## src/rtl/gemm_tile_sequencer.sv

```systemverilog
// gemm_tile_sequencer
// Sequences one GEMM job over an ARRAY_DIM x ARRAY_DIM output-stationary
// systolic array. The output matrix is walked tile by tile (m-tile outer,
// n-tile inner). For each tile the sequencer optionally clears the array,
// streams K operand words from the A and B SRAMs and waits for the array to
// settle. It then reads the accumulator rows out one at a time and writes them
// to the C SRAM, dropping rows that lie beyond M.
//
// Ports:
//   clk, reset_n                       clock, asynchronous active-low reset
//   start / ready                      job handshake (accept = start && ready)
//   cfg_m/k/n, cfg_base_a/b/c, cfg_acc job description, latched on accept
//   abort                              synchronous abort back to IDLE
//   rd_en_a/b, rd_addr_a/b             A/B SRAM reads (data valid next cycle)
//   arr_clear, arr_feed_valid          array accumulator clear / operand valid
//   arr_row_sel, arr_row_data          accumulator row readout
//   wr_en_c, wr_addr_c, wr_data_c      C SRAM write port
//   busy, done, err                    status: active, completion, rejected job
module gemm_tile_sequencer #(
    parameter int ARRAY_DIM  = 4,
    parameter int DIM_WIDTH  = 8,
    parameter int ADDR_WIDTH = 16,
    parameter int ELEM_WIDTH = 8,
    parameter int ACC_WIDTH  = 32,
    localparam int RSW       = (ARRAY_DIM > 1) ? $clog2(ARRAY_DIM) : 1
) (
    input  logic                            clk,
    input  logic                            reset_n,
    input  logic                            start,
    output logic                            ready,
    input  logic [DIM_WIDTH-1:0]            cfg_m,
    input  logic [DIM_WIDTH-1:0]            cfg_k,
    input  logic [DIM_WIDTH-1:0]            cfg_n,
    input  logic [ADDR_WIDTH-1:0]           cfg_base_a,
    input  logic [ADDR_WIDTH-1:0]           cfg_base_b,
    input  logic [ADDR_WIDTH-1:0]           cfg_base_c,
    input  logic                            cfg_acc,
    input  logic                            abort,
    output logic                            rd_en_a,
    output logic                            rd_en_b,
    output logic [ADDR_WIDTH-1:0]           rd_addr_a,
    output logic [ADDR_WIDTH-1:0]           rd_addr_b,
    output logic                            arr_clear,
    output logic                            arr_feed_valid,
    output logic [RSW-1:0]                  arr_row_sel,
    input  logic [ARRAY_DIM*ACC_WIDTH-1:0]  arr_row_data,
    output logic                            wr_en_c,
    output logic [ADDR_WIDTH-1:0]           wr_addr_c,
    output logic [ARRAY_DIM*ACC_WIDTH-1:0]  wr_data_c,
    output logic                            busy,
    output logic                            done,
    output logic                            err
);

    localparam int DW1 = DIM_WIDTH + 1;
    localparam int DSW = $clog2(2 * ARRAY_DIM);
    // Wide enough that no product or row index overflows before the final
    // modulo-2^ADDR_WIDTH truncation.
    localparam int PW  = 2 * DIM_WIDTH + RSW + 2;

    typedef enum logic [2:0] {
        S_IDLE, S_CLEAR, S_FEED, S_DRAIN, S_STORE, S_NEXT, S_DONE
    } state_t;

    state_t state, state_nx;

    logic [DIM_WIDTH-1:0]  m_lat, k_lat, n_lat;
    logic [ADDR_WIDTH-1:0] base_a_lat, base_b_lat, base_c_lat;
    logic                  acc_lat;

    logic [DIM_WIDTH-1:0]  mt, nt, kc;
    logic [DSW-1:0]        dc;
    logic [RSW-1:0]        rc;

    logic                  feed_vld_p1;
    logic                  err_q;

    logic                  zero_dim;
    logic [DW1-1:0]        tm_w, tn_w;
    logic                  mt_last, nt_last;
    logic [PW-1:0]         prod_a, prod_b, row_idx, prod_c;
    logic                  row_valid;

    assign zero_dim = (cfg_m == '0) || (cfg_k == '0) || (cfg_n == '0);

    // Tile counts: ceil(dim / ARRAY_DIM).
    assign tm_w = ({1'b0, m_lat} + DW1'(ARRAY_DIM - 1)) / DW1'(ARRAY_DIM);
    assign tn_w = ({1'b0, n_lat} + DW1'(ARRAY_DIM - 1)) / DW1'(ARRAY_DIM);
    assign mt_last = (({1'b0, mt} + DW1'(1)) == tm_w);
    assign nt_last = (({1'b0, nt} + DW1'(1)) == tn_w);

    assign prod_a    = PW'(mt) * PW'(k_lat) + PW'(kc);
    assign prod_b    = PW'(nt) * PW'(k_lat) + PW'(kc);
    assign row_idx   = PW'(mt) * PW'(ARRAY_DIM) + PW'(rc);
    assign prod_c    = row_idx * PW'(tn_w) + PW'(nt);
    assign row_valid = (row_idx < PW'(m_lat));

    assign arr_feed_valid = feed_vld_p1;
    assign err            = err_q;

    always_ff @(posedge clk or negedge reset_n) begin
        if (!reset_n) state <= S_IDLE;
        else          state <= state_nx;
    end

    always_comb begin
        state_nx    = state;
        ready       = 1'b0;
        busy        = (state != S_IDLE);
        rd_en_a     = 1'b0;
        rd_en_b     = 1'b0;
        rd_addr_a   = '0;
        rd_addr_b   = '0;
        arr_clear   = 1'b0;
        arr_row_sel = '0;
        wr_en_c     = 1'b0;
        wr_addr_c   = '0;
        wr_data_c   = '0;
        done        = 1'b0;
        case (state)
            S_IDLE: begin
                ready = 1'b1;
                if (start && !zero_dim) state_nx = cfg_acc ? S_FEED : S_CLEAR;
            end
            S_CLEAR: begin
                arr_clear = 1'b1;
                state_nx  = S_FEED;
            end
            S_FEED: begin
                rd_en_a   = 1'b1;
                rd_en_b   = 1'b1;
                rd_addr_a = base_a_lat + ADDR_WIDTH'(prod_a);
                rd_addr_b = base_b_lat + ADDR_WIDTH'(prod_b);
                if (kc == k_lat - DIM_WIDTH'(1)) state_nx = S_DRAIN;
            end
            S_DRAIN: begin
                if (dc == DSW'(2 * ARRAY_DIM - 1)) state_nx = S_STORE;
            end
            S_STORE: begin
                arr_row_sel = rc;
                wr_data_c   = arr_row_data;
                wr_addr_c   = base_c_lat + ADDR_WIDTH'(prod_c);
                wr_en_c     = row_valid;
                if (rc == RSW'(ARRAY_DIM - 1)) state_nx = S_NEXT;
            end
            S_NEXT: begin
                if (mt_last && nt_last) state_nx = S_DONE;
                else                    state_nx = acc_lat ? S_FEED : S_CLEAR;
            end
            S_DONE: begin
                done     = 1'b1;
                state_nx = S_IDLE;
            end
            default: state_nx = S_IDLE;
        endcase
        if (abort && state != S_IDLE) state_nx = S_IDLE;
    end

    always_ff @(posedge clk or negedge reset_n) begin
        if (!reset_n) begin
            m_lat       <= '0;
            k_lat       <= '0;
            n_lat       <= '0;
            base_a_lat  <= '0;
            base_b_lat  <= '0;
            base_c_lat  <= '0;
            acc_lat     <= 1'b0;
            mt          <= '0;
            nt          <= '0;
            kc          <= '0;
            dc          <= '0;
            rc          <= '0;
            feed_vld_p1 <= 1'b0;
            err_q       <= 1'b0;
        end else begin
            // ---- operand valid: SRAM data appears one cycle after rd_en ----
            feed_vld_p1 <= rd_en_a && !abort;
            err_q       <= (state == S_IDLE) && start && zero_dim;

            if (state == S_IDLE && start && !zero_dim) begin
                m_lat      <= cfg_m;
                k_lat      <= cfg_k;
                n_lat      <= cfg_n;
                base_a_lat <= cfg_base_a;
                base_b_lat <= cfg_base_b;
                base_c_lat <= cfg_base_c;
                acc_lat    <= cfg_acc;
                mt         <= '0;
                nt         <= '0;
            end

            // Phase counters run only while their state persists, so each
            // phase starts from zero.
            kc <= (state == S_FEED  && state_nx == S_FEED)  ? kc + DIM_WIDTH'(1) : '0;
            dc <= (state == S_DRAIN && state_nx == S_DRAIN) ? dc + DSW'(1)       : '0;
            rc <= (state == S_STORE && state_nx == S_STORE) ? rc + RSW'(1)       : '0;

            if (state == S_NEXT && !abort) begin
                if (!nt_last) begin
                    nt <= nt + DIM_WIDTH'(1);
                end else if (!mt_last) begin
                    nt <= '0;
                    mt <= mt + DIM_WIDTH'(1);
                end
            end
        end
    end

endmodule

```

## config.mk

```make
export PLATFORM = sky130hd
export DESIGN_NAME = gemm_tile_sequencer
export DESIGN_NICKNAME = d
export VERILOG_FILES = /design/src/rtl/gemm_tile_sequencer.sv
export SDC_FILE = /design/constraint.sdc
export NUM_CORES = 1
export LEC_CHECK = 0
export ABC_CLOCK_PERIOD_IN_PS = 4900
export BUFFER_PORTS_ARGS = -buffer_cell sky130_fd_sc_hd__buf_2
export CORE_MARGIN = 2
export CORE_UTILIZATION = 50
export CTS_CLUSTER_DIAMETER = 60
export DETAILED_ROUTE_END_ITERATION = 8
export HOLD_SLACK_MARGIN = 0.12
export PLACE_DENSITY = 0.79
export SETUP_SLACK_MARGIN = 0.02
export SKIP_LAST_GASP = 1
export SLEW_MARGIN = 25
export SYNTH_ARGS = -nofsm -noshare
export SYNTH_HDL_FRONTEND = slang
export SYNTH_SLANG_ARGS = --single-unit
```

## constraint.sdc

```tcl
create_clock -name clk -period 4.9 [get_ports clk]
set_input_delay 0.245 -clock clk [delete_from_list [all_inputs] [get_ports clk]]
set_output_delay 0.245 -clock clk [all_outputs]
set_load 0.05 [all_outputs]
```

# [After elaboration in Yosys (flattened, before gate mapping)]
# Cells that the tools add are included.
[op_classes] eq_ne=14 mux=30 magnitude_cmp=1 addsub=17 n_reduce_logical=20 n_mul=3
[ops] cell="128-bit 2-to-1 mux" n=1
[ops] cell="8-bit 2-to-1 mux" n=9
[ops] cell="16-bit adder" n=3
[ops] cell="16-bit by 8-bit adder with 16-bit output" n=3
[ops] cell="16-bit 2-to-1 mux" n=3
[ops] cell="8-bit by 8-bit multiplier with 16-bit output" n=2
[ops] cell="8-bit by 1-bit adder with 8-bit output (second input constant)" n=3
[ops] cell="8-bit zero test" n=3
[ops] cell="3-bit 2-to-1 mux" n=7
[ops] cell="8-bit by 1-bit adder with 9-bit output (second input constant)" n=2
[ops] cell="8-bit by 2-bit adder with 9-bit output (second input constant)" n=2
[ops] cell="9-bit by 7-bit equality test with 1-bit output" n=2
[ops] cell="3-bit case mux with 6 select lines" n=1
[ops] cell="11-bit by 7-bit multiplier with 16-bit output" n=1
[ops] cell="3-bit equality test (second input constant)" n=5
[ops] cell="3-bit by 2-bit equality test with 1-bit output (second input constant)" n=4
[ops] cell="10-bit by 2-bit adder with 11-bit output" n=1
[ops] cell="1-bit logical AND" n=11
[ops] cell="11-bit by 8-bit less-than comparator with 1-bit output" n=1
[ops] cell="8-bit equality test" n=1
[ops] cell="2-bit 2-to-1 mux" n=4
[ops] cell="8-bit by 1-bit subtractor with 8-bit output (second input constant)" n=1
[ops] cell="1-bit 2-to-1 mux" n=5
[ops] cell="3-bit by 1-bit adder with 3-bit output (second input constant)" n=1
[ops] cell="7 further kinds" n=9
[word_totals] inputBits=205 reg_bits=107

# [Longest topological paths before layout]
[depth] depth_word=11 depth_mapped=23 ltp_nobuf=22

# [Worst setup path before layout]
# No wires, ideal clock.
[synth_path] kind="reg2out" startpoint="register k_lat[0]" endpoint="output port rd_addr_b[10]" arrival_ps=5808 stages_incl_launch_ff=19 t_required_ps=4655 setup_slack_ps=-1153 path_buffers=2 path_cell_list="dfrtp_1 -> clkbuf_1 -> clkbuf_1 -> nand2_1 -> fa_1 -> inv_1 -> fa_1 -> fa_1 -> inv_1 -> fa_1 -> fa_1 -> inv_1 -> ha_1 -> o21ai_0 -> nand2b_1 -> and3_1 -> o21a_1 -> nor3_1 -> nor4_1"
[synth_between] elab_chain_cells=4
[synth_lines] element="start: declaration" line="67" source="logic [DIM_WIDTH-1:0] m_lat, k_lat, n_lat;"
[synth_lines] element="start signal: assignment" line="182" source="k_lat <= cfg_k;"
[synth_lines] element="8-bit by 8-bit multiplier with 16-bit output" line="93" source="assign prod_b = PW'(nt) * PW'(k_lat) + PW'(kc);"
[synth_lines] element="16-bit by 8-bit adder with 16-bit output" line="93"
[synth_lines] element="16-bit adder" line="133" source="rd_addr_b = base_b_lat + ADDR_WIDTH'(prod_b);"
[synth_lines] element="16-bit 2-to-1 mux" line="120" source="case (state)"
[synth_lines] element="end: declaration" line="42" source="output logic [ADDR_WIDTH-1:0] rd_addr_b,"
# No other way between the ends.

# [Final worst setup path]
[layout_path] startpoint="register k_lat[1]" endpoint="output port rd_addr_a[15]"
[layout_between] elab_chain_cells=4
[layout_lines] element="8-bit by 8-bit multiplier with 16-bit output" line="92" source="assign prod_a = PW'(mt) * PW'(k_lat) + PW'(kc);"
[layout_lines] element="16-bit by 8-bit adder with 16-bit output" line="92"
[layout_lines] element="16-bit adder" line="132" source="rd_addr_a = base_a_lat + ADDR_WIDTH'(prod_a);"
[layout_lines] element="16-bit 2-to-1 mux" line="120"
[layout_lines] element="end: declaration" line="41" source="output logic [ADDR_WIDTH-1:0] rd_addr_a,"
# No other way between the ends.

==> metrics.csv <==
metric;value;unit
status;complete, but fails checks;
failed_checks;design-rule violations, negative setup slack;
grt-ovfl-total;0;
tightestPinTransition;1012;ps
p_leak;11.13;nW
period_share;114.1;%
core_area;28940;um2
drive_above_1_share;40.19;%
critPathTopFamily;adder cells;
required;4660;ps
fmax;0.1788;GHz
synth_cell_types;68;
grtUsageTotal;32.46;%
clk_latency;380;ps
path_max_fanout;5;
gp_congestion;0.9228;
cts_root_buf;clkbuf_16;
pwr_density_cell;376.8;nW/um2
syn-instance-count;1668;
fin_ws;-692.5;ps
grt_pass1_vias;15050;
setup_viol;29;
fin_cells;2612;
ys_warn_count;0;
fin_skew;21.81;ps
drc;1;
share_seq_of_total_power;19.2;%
slowest_delay;560;ps
path_clk_slew;80;ps
worst_setup_path_start_kind;flop;
dieArea;30950;um2
fp-row-count;62;
arrival;5350;ps
worstHoldPathType;primary input to flop;
hpwl;38080;um
fp.dieH;175.9;um
clkPwrFrac;10.4;%
switching_share;48.87;%
cts_buffers;9;
synth_edf_count;0;
fin_tns_setup;-12030;ps
min_period;5592;ps
grt_pass1_wl;78060;um
synth.ff_latch_count;107;
async_reset_ff_share;100.0;%
relSlewSlack;31.67;%
vias_per_cell;5.450;
crit_buf_inv;6;
holdWs;123.4;ps
drt_iter0_drc;911;
syn_nets;2184;
synth-seq-area-share;18.12;%
p_sw;3.837;mW
postPlaceCellArea;18520;um2
final_area;20840;um2
grt_max_degree;116;
drt-total-wl;51670;um
antenna_found_initial;5;
cp_slowest_cell;fa_1;
die_width;175.9;um
internal_power;4.015;mW
cap_violations;0;
fin_nets;2738;
cts_buffer_depth;2;
vdd_drop_max;276.3;uV
synth.avg_cell_area;8.860;um2
hold_viol;0;
worstSetupPathType;flop to output port;
dr_total_vias;14240;
pwr-share-comb;70.3;%
cp_common_cell;fa_1;
area_growth;40.99;%
cts_tree;done;
port_buffers;391;
syn_area;14780;um2
synthFlopType;dfrtp_1;
dpl.cell_count;2503;
slew_violations;0;
cp_cell_sequence;buf_6, buf_6, nand2_4, fa_1, inv_2, fa_1, fa_1, inv_2, fa_1, fa_1, inv_2, ha_4, o211ai_1, a21o_1, a31oi_4, a31oi_4, xnor2_2, nor2_4, buf_6;
cp-end-kind;output port;
io_pins;392;
ant_nets;0;
initial_utilization;51.08;%
rsz0062_at_grt;yes;
clock_sinks;107;
drtPass1Iterations;7;
routedWlPerCell;19.78;um
h-tree-depth;3;
-- state kept, by name, indices dropped and copies added, names as in the netlist --
signal          cells
acc_lat             1
err                 1
base_a_lat         16
base_c_lat         16
base_b_lat         16
n_lat               8
k_lat               8
m_lat               8
state               3
arr_feed_valid      1
rc                  2
nt                  8
dc                  3
kc                  8
mt                  8
-- worst min-delay path, stage by stage --
cell and delay (ps):
buf_2 90, nand2_1 40, o21ai_0 70
-- cells in the mapped netlist, types with 28 or more instances --
master    instances  area share [%]
clkbuf_1         77             2.0
xnor2_1          55             3.3
nor2b_1          31             1.3
nand2_1         133             3.4
nor3_1           28            0.95
and3_1          146             6.2
a21oi_1          34             1.2
fa_1            172              23
and2_1           77             3.3
ha_1            139              12
inv_1           274             7.0
mux2_2           50             3.8
o21ai_0          61             2.1
dfrtp_1         107              18
nor2_1           81             2.1
-- layout by cell type, fill, tap and decap left out, types with 8 or more instances in the layout --
cell / n
buf_2: 358
inv_1: 245
buf_4: 162
fa_1: 159
and3_1: 144
nand2_1: 120
ha_1: 108
dfrtp_1: 94
and2_1: 66
nor2_1: 55
dlygate4sd3_1: 54
buf_6: 51
mux2_2: 50
o21ai_0: 47
xnor2_1: 41
inv_2: 29
ha_4: 28
nor2b_1: 22
nand3_1: 20
a21o_1: 20
a21oi_1: 19
nor3_1: 18
nand2b_1: 17
xor2_1: 16
nor2_4: 14
a21oi_2: 14
nor2_2: 13
fa_2: 13
xnor2_2: 12
dfrtp_2: 12
and2_4: 11
o21ai_2: 10
clkbuf_16: 10
nor4_1: 9
o21a_1: 8
nand2_2: 8
buf_12: 8
-- per-stage QoR --
| stage | setup WS (ps) | util (%) | total power [mW] |
|---|---|---|---|
| after floorplan | -73.02 | - | 4.630 |
| after detailed placement | -380.3 | 63.99 | 6.142 |
| after CTS | -579.1 | 69.80 | 7.427 |
| after global routing | -826.8 | 72.01 | 8.356 |
| after global placement | -257.1 | 63.99 | 5.974 |
| final | -692.5 | 72.01 | 7.852 |
-- power by group through the flow --
| stage | logic, mW | registers, mW | clock network, mW |
|---|---|---|---|
| after floorplan | 3.22 | 1.41 | 0 |
| after global placement | 4.47 | 1.50 | 0 |
| after detailed placement | 4.63 | 1.52 | 0 |
| after CTS | 5.10 | 1.50 | 0.819 |
| after global routing | 5.96 | 1.55 | 0.849 |
| final | 5.52 | 1.51 | 0.819 |
-- per-layer routing --
metal	up-vias	wire [um]	global-route usage, %	share of wire (%)
li1	6450	-	-	-
met1	6988	19800	39.32	38
met2	638	25460	54.95	49
met3	153	3777	6.732	7.3
met4	6	2600	16.32	5.0
met5	-	37	0	0.072
-- timing repair --
action	4_1_cts	5_1_grt
buffers inserted	30	22
hold buffers	53	1
endpoints found under the hold margin	104	1
endpoints found under the setup margin	32	34
pin swaps	100	109
cloned	0	1
resized for setup	163	133
-- area by class of cell --
| class | instances | area [um2] |
|---|---|---|
| Inverter | 274 | 1028 |
| Fill cell | 1979 | 8098 |
| Sequential cell | 107 | 2696 |
| Timing Repair Buffer | 638 | 4368 |
| Antenna cell | 1 | 2.502 |
| Multi-Input combinational cell | 1192 | 11950 |
| Tap cell | 384 | 480.5 |
| Clock inverter | 7 | 83.83 |
| Clock buffer | 9 | 225.2 |
-- cell families after synthesis --
| kind of cell | Yosys count | share of synthesized area [%] |
|---|---|---|
| muxes | 56 | 4.250 |
| DFF | 107 | 18.12 |
| xor gates and xnor gates | 77 | 4.843 |
| adders and majority gates | 311 | 35.07 |
| AOI/OAI and AO/OA | 173 | 7.458 |
| and+or+nand+nor | 575 | 20.59 |
| buffers and inverters | 369 | 9.677 |
-- path summary, 6_finish.rpt --
| kind | startpoint | to | slack (ps) | cells after the start |
|---|---|---|---|---|
| setup / recovery | k_lat[1] | rd_addr_a[15] | -690 | 19 |
| hold / removal | cfg_m[3] | m_lat[3] | 120 | 3 |
| setup reg to reg | nt[1] | mt[3] | 1240 | 10 |
| hold reg to reg | dc[0] | dc[0] | 450 | 1 |
| max in group asynchronous | reset_n | k_lat[1] | 3100 | 3 |
| min in group asynchronous | reset_n | base_a_lat[0] | 510 | 2 |
No activity file was read; power rests on OpenSTA's default activity.
